$ cat config.mk
export PLATFORM = sky130hd
export DESIGN_NAME = pass_lock_ctrl
export DESIGN_NICKNAME = d
export VERILOG_FILES = /design/src/rtl/pass_lock_ctrl.sv
export SDC_FILE = /design/constraint.sdc
export NUM_CORES = 1
export LEC_CHECK = 0
export ABC_AREA = 1
export ABC_CLOCK_PERIOD_IN_PS = 1330
export BUFFER_PORTS_ARGS = -buffer_cell sky130_fd_sc_hd__buf_4
export CAP_MARGIN = 30
export CORE_AREA = 8 8 62 84
export DETAILED_ROUTE_END_ITERATION = 8
export DIE_AREA = 0 0 70 92
export GPL_ROUTABILITY_DRIVEN = 0
export PLACE_DENSITY = 0.73
export SYNTH_ARGS = -nofsm -noshare
export SYNTH_HDL_FRONTEND = slang
export SYNTH_SLANG_ARGS = --single-unit
$ cat constraint.sdc
create_clock -name clk -period 1.33 [get_ports clk]
set_input_delay 0.0665 -clock clk [delete_from_list [all_inputs] [get_ports clk]]
set_output_delay 0.0665 -clock clk [all_outputs]
set_load 0.02 [all_outputs]
$ cat src/rtl/pass_lock_ctrl.sv
// pass_lock_ctrl: keypad password lock FSM with lockout and relock timers; PASS_LOCK_PW_CHANGE_EN enables the SET state.
module pass_lock_ctrl #(
  parameter int DIGITS = 4,
  parameter logic [4*DIGITS-1:0] DEFAULT_PW = 16'h1234,
  parameter int MAX_ERR = 3,
  parameter int LOCKOUT_CYC = 100,
  parameter int UNLOCK_CYC = 50
) (
  input  logic                clk,
  input  logic                reset_n,
  input  logic                key_valid,
  input  logic [3:0]          key_val,
  input  logic                confirm,
  input  logic                exit_btn,
  input  logic                set_req,
  output logic [1:0]          state,
  output logic                unlocked,
  output logic [2:0]          err_cnt,
  output logic [4*DIGITS-1:0] entry_disp,
  output logic [3:0]          entry_cnt,
  output logic                pw_changed
);
  localparam int W = 4 * DIGITS;
  localparam int TMAX = LOCKOUT_CYC > UNLOCK_CYC ? LOCKOUT_CYC : UNLOCK_CYC;
  localparam int TW = $clog2(TMAX + 1);
  localparam logic [1:0] S_LOCKED = 2'd0, S_OPEN = 2'd1, S_SET = 2'd2, S_LOCKOUT = 2'd3;
  localparam logic [TW-1:0] T_OPEN = TW'(UNLOCK_CYC - 1), T_LOCK = TW'(LOCKOUT_CYC - 1);
  logic [TW-1:0] timer;
  logic [W-1:0]  pw;
  logic          set_en, full, cap, submit, set_go, shift, clr;
`ifdef PASS_LOCK_PW_CHANGE_EN
  assign set_en = set_req;
`else
  logic unused_set;
  assign unused_set = set_req;
  assign set_en = 1'b0;
  assign pw = DEFAULT_PW;
`endif
  assign unlocked = state == S_OPEN;
  always_comb begin
    full = entry_cnt == 4'(DIGITS);
    cap = state == S_LOCKED || state == S_SET;
    submit = cap && confirm && full && !exit_btn;
    set_go = state == S_OPEN && set_en && !exit_btn && !confirm;
    shift = cap && key_valid && key_val <= 4'd9 && !full && !exit_btn && !confirm && !set_en;
    clr = (cap && exit_btn) || submit || set_go;
  end
  always_ff @(posedge clk or negedge reset_n)
    if (!reset_n) begin
      state <= S_LOCKED;
      timer <= '0;
      err_cnt <= '0;
      entry_disp <= '0;
      entry_cnt <= '0;
      pw_changed <= 1'b0;
`ifdef PASS_LOCK_PW_CHANGE_EN
      pw <= DEFAULT_PW;
`endif
    end else begin
      pw_changed <= 1'b0;
      if (clr) begin
        entry_disp <= '0;
        entry_cnt <= '0;
      end else if (shift) begin
        entry_disp <= (entry_disp << 4) | W'(key_val);
        entry_cnt <= entry_cnt + 4'd1;
      end
      case (state)
        S_LOCKED:
          if (submit) begin
            if (entry_disp == pw) begin
              state <= S_OPEN;
              err_cnt <= '0;
              timer <= T_OPEN;
            end else begin
              err_cnt <= err_cnt + 3'd1;
              if (err_cnt + 3'd1 == 3'(MAX_ERR)) begin
                state <= S_LOCKOUT;
                timer <= T_LOCK;
              end
            end
          end
        S_OPEN:
          if (exit_btn || (!set_go && timer == '0)) begin
            state <= S_LOCKED;
            timer <= '0;
          end else if (set_go) begin
            state <= S_SET;
            timer <= '0;
          end else timer <= timer - 1'b1;
`ifdef PASS_LOCK_PW_CHANGE_EN
        S_SET:
          if (exit_btn) begin
            state <= S_OPEN;
            timer <= T_OPEN;
          end else if (submit) begin
            pw <= entry_disp;
            pw_changed <= 1'b1;
            state <= S_LOCKED;
          end
`endif
        S_LOCKOUT:
          if (timer == '0) begin
            state <= S_LOCKED;
            err_cnt <= '0;
          end else timer <= timer - 1'b1;
        default: state <= S_LOCKED;
      endcase
    end
endmodule
==> run metrics <==
top-count cell post-synth=nand2_1; met3 WL post-DR=222 microns; Buf/Inv on CP=1; clock root cell=clkbuf_8; setup TNS=-4.68 ns; global-route wire length before repair=8920 microns; top sig layer=met4; share of layout cells above drive strength 1=0.473; peak supply drop=732 uV; Mapped Area=1860 sq um; Detailed Route WL=5190 microns; WP data arrival=1.76 ns; Tot Pwr=1.76 mW; Post-synth top flop=dfrtp_1; Seq cells post-synth=32; Initial DRT Pass Iterations=4; Die Wd=70 microns; most frequent CP cell=nand3_4; Initial Utilization=0.475; async set-reset flop share out of synthesis=1.00; Layout area overhead=54.7%; crit-path cells=inv_2 > ha_4 > nand3_4 > nor3_4 > nand2_1 > nand2_2 > nand3_4 > o21ai_1; Worst-Skew Late Latency=0.29 ns; Layout Nets=347; critical-path maximum fanout=3; Static Leakage=1.48 nW; core footprint=3920 sq um; CTS tree=done; All-Layer GR Usage=0.170; final setup margin=-0.216 ns; CTS Buf Count=5; vias in the first global route=2038; initial antenna violation count=0; Initial DRC Count=77; Syn Inst Count=235; number of flops mapped to enable cells by yosys=0; final-report hold violation count=0; total grt overflow=0; Worst Skew=0.00812 ns; crit-path max cell delay=0.41 ns; clock-pin slew on the worst setup and hold paths=0.07 ns; Post-DP HPWL=3760 microns; DRC errors left=0; H-Tree Depth=2; syn nets=251; critical path's slowest cell=dfrtp_2; CTS Buffer Depth=2; vias=1878; final setup fails=32; Worst Setup Start Kind=register; Yosys warning count=0; violated checks=setup timing; die height=92 microns; mean cell area of the mapped netlist=7.92 sq um; MaxCap Viol Count=0; critical path class=reg -> reg; ant diodes=0; antenna-violating nets left=0; Ports=37; final core occ=0.734; Yosys top cell area share=0.430; pin count of the biggest net entering global routing=33; Hold WS=0.0121 ns; CP delay by family, top=simple AND/OR/NAND/NOR gates; met2 WL=2870 microns; post-synth cell types=28; clk sinks=32; Synth top cells by count=73 x nand2_1, 32 x dfrtp_1, 32 x inv_1; site row count=27; PortBufs=34; top cells by area, synth=dfrtp_1 43%, nand2_1 15%, inv_1 6.5%; Power Density=612 nW/um^2; DIE AREA=6440 sq um; final worst-path cycle share=1.16; crit path time final=1.55 ns; run status=finished, violations left; RSZ-0062 raised after global routing=true; path type of the worst min-delay path=in -> reg; WL met1=1920 microns; vias per cell=5.01; register area share after synthesis=0.430; fin. max-slew vios=0; CP endpoint kind=register; post-route insts no fill=375; dpl cells=361; leading area contributor after synthesis=dfrtp_1; Req. time, crit path=1.55 ns; DR WL/cell=13.8 microns; fmax=647 MHz
[state kept, by name, indices dropped and copies added, names as in the netlist]
register    count
entry_disp     16
timer           7
entry_cnt       4
err_cnt         3
state           2
[timing repair]
item,CTS,global route
hold endpoints to repair,35,0
gates resized for setup,36,17
hold buffers,4,0
pin swaps,11,10
endpoints found under the setup margin,33,33
setup buffers,2,0
[through the flow]
| stage | area [sq um] | worst slack (ns) |
|---|---|---|
| 3_3_place_gp | 2560 | -0.149 |
| 5_1_grt | 2880 | -0.275 |
| 3_5_place_dp | 2560 | -0.171 |
| 2_1_floorplan | 1900 | -0.169 |
| 6_report | 2880 | -0.216 |
| 4_1_cts | 2810 | -0.117 |
[cell type report]
type                       count  area (sq um)
fill                         303          1040
clock buffer                   6          72.6
sequential                    32           805
timing repair buffer          93           734
inverter                      35           139
clock inverter                 2          12.5
tap                           43          53.8
multi-input combinational    164          1060
[cells by family after synthesis]
logic type                 Yosys count  synth area share
other                                1           0.00202
adders and majority gates            6            0.0403
xor gates and xnor gates             2           0.00942
and+or+nand+nor                    122             0.290
buffers and inverters               39            0.0928
AOI/OAI and AO/OA                   33             0.135
DFF                                 32             0.430
[tightest hold or removal path, delay by kind of cell]
kind / cells / cell delay [ns]
AOI/OAI and AO/OA: 1 / 0.06
buffers and inverters: 1 / 0.09
and+or+nand+nor: 1 / 0.06
[layer usage]
layer | track usage | vias to the layer above
li1 | - | 936
met1 | 0.164 | 883
met2 | 0.318 | 44
met3 | 0.0475 | 15
met4 | 0.0874 | 0
met5 | 0 | -
[report_power, final]
group | leakage [nW] | internal (mW) | switching (mW)
Clock | 0.0412 | 0.365 | 0.362
Combinational | 1.11 | 0.0255 | 0.0370
Sequential | 0.331 | 0.973 | 0
Total | 1.48 | 1.36 | 0.399
[final timing paths]
path                               from            end  slack [ns]  depth (start not counted)
min in group asynchronous       reset_n     err_cnt[2]        0.25                          2
hold / removal               key_val[2]  entry_disp[2]        0.01                          3
setup reg to reg           entry_cnt[1]     err_cnt[2]       -0.22                          8
hold reg to reg                timer[1]       timer[1]        0.48                          2
setup / recovery           entry_cnt[1]     err_cnt[2]       -0.22                          8
max in group asynchronous       reset_n     err_cnt[0]        0.76                          2
[cell usage in the layout, fill, tap and decap left out, types with 2 or more instances in the layout]
cell           count
dfrtp_1           29
nand2_1           65
nand3_1            8
nand3_4            3
o31ai_1            2
nand3_2           10
nor2_1            16
ha_4               2
buf_4             82
o21ai_2            6
ha_2               2
nand2_4            2
nand2_2            8
inv_2              7
dlygate4sd3_1      4
o22ai_2            8
ha_1               2
dfrtp_2            3
clkbuf_8           5
o21ai_0            4
o21ai_1           10
nor2_2             3
inv_1             26
nand4_1            4
buf_6              7
No activity file was read; power rests on OpenSTA's default activity.
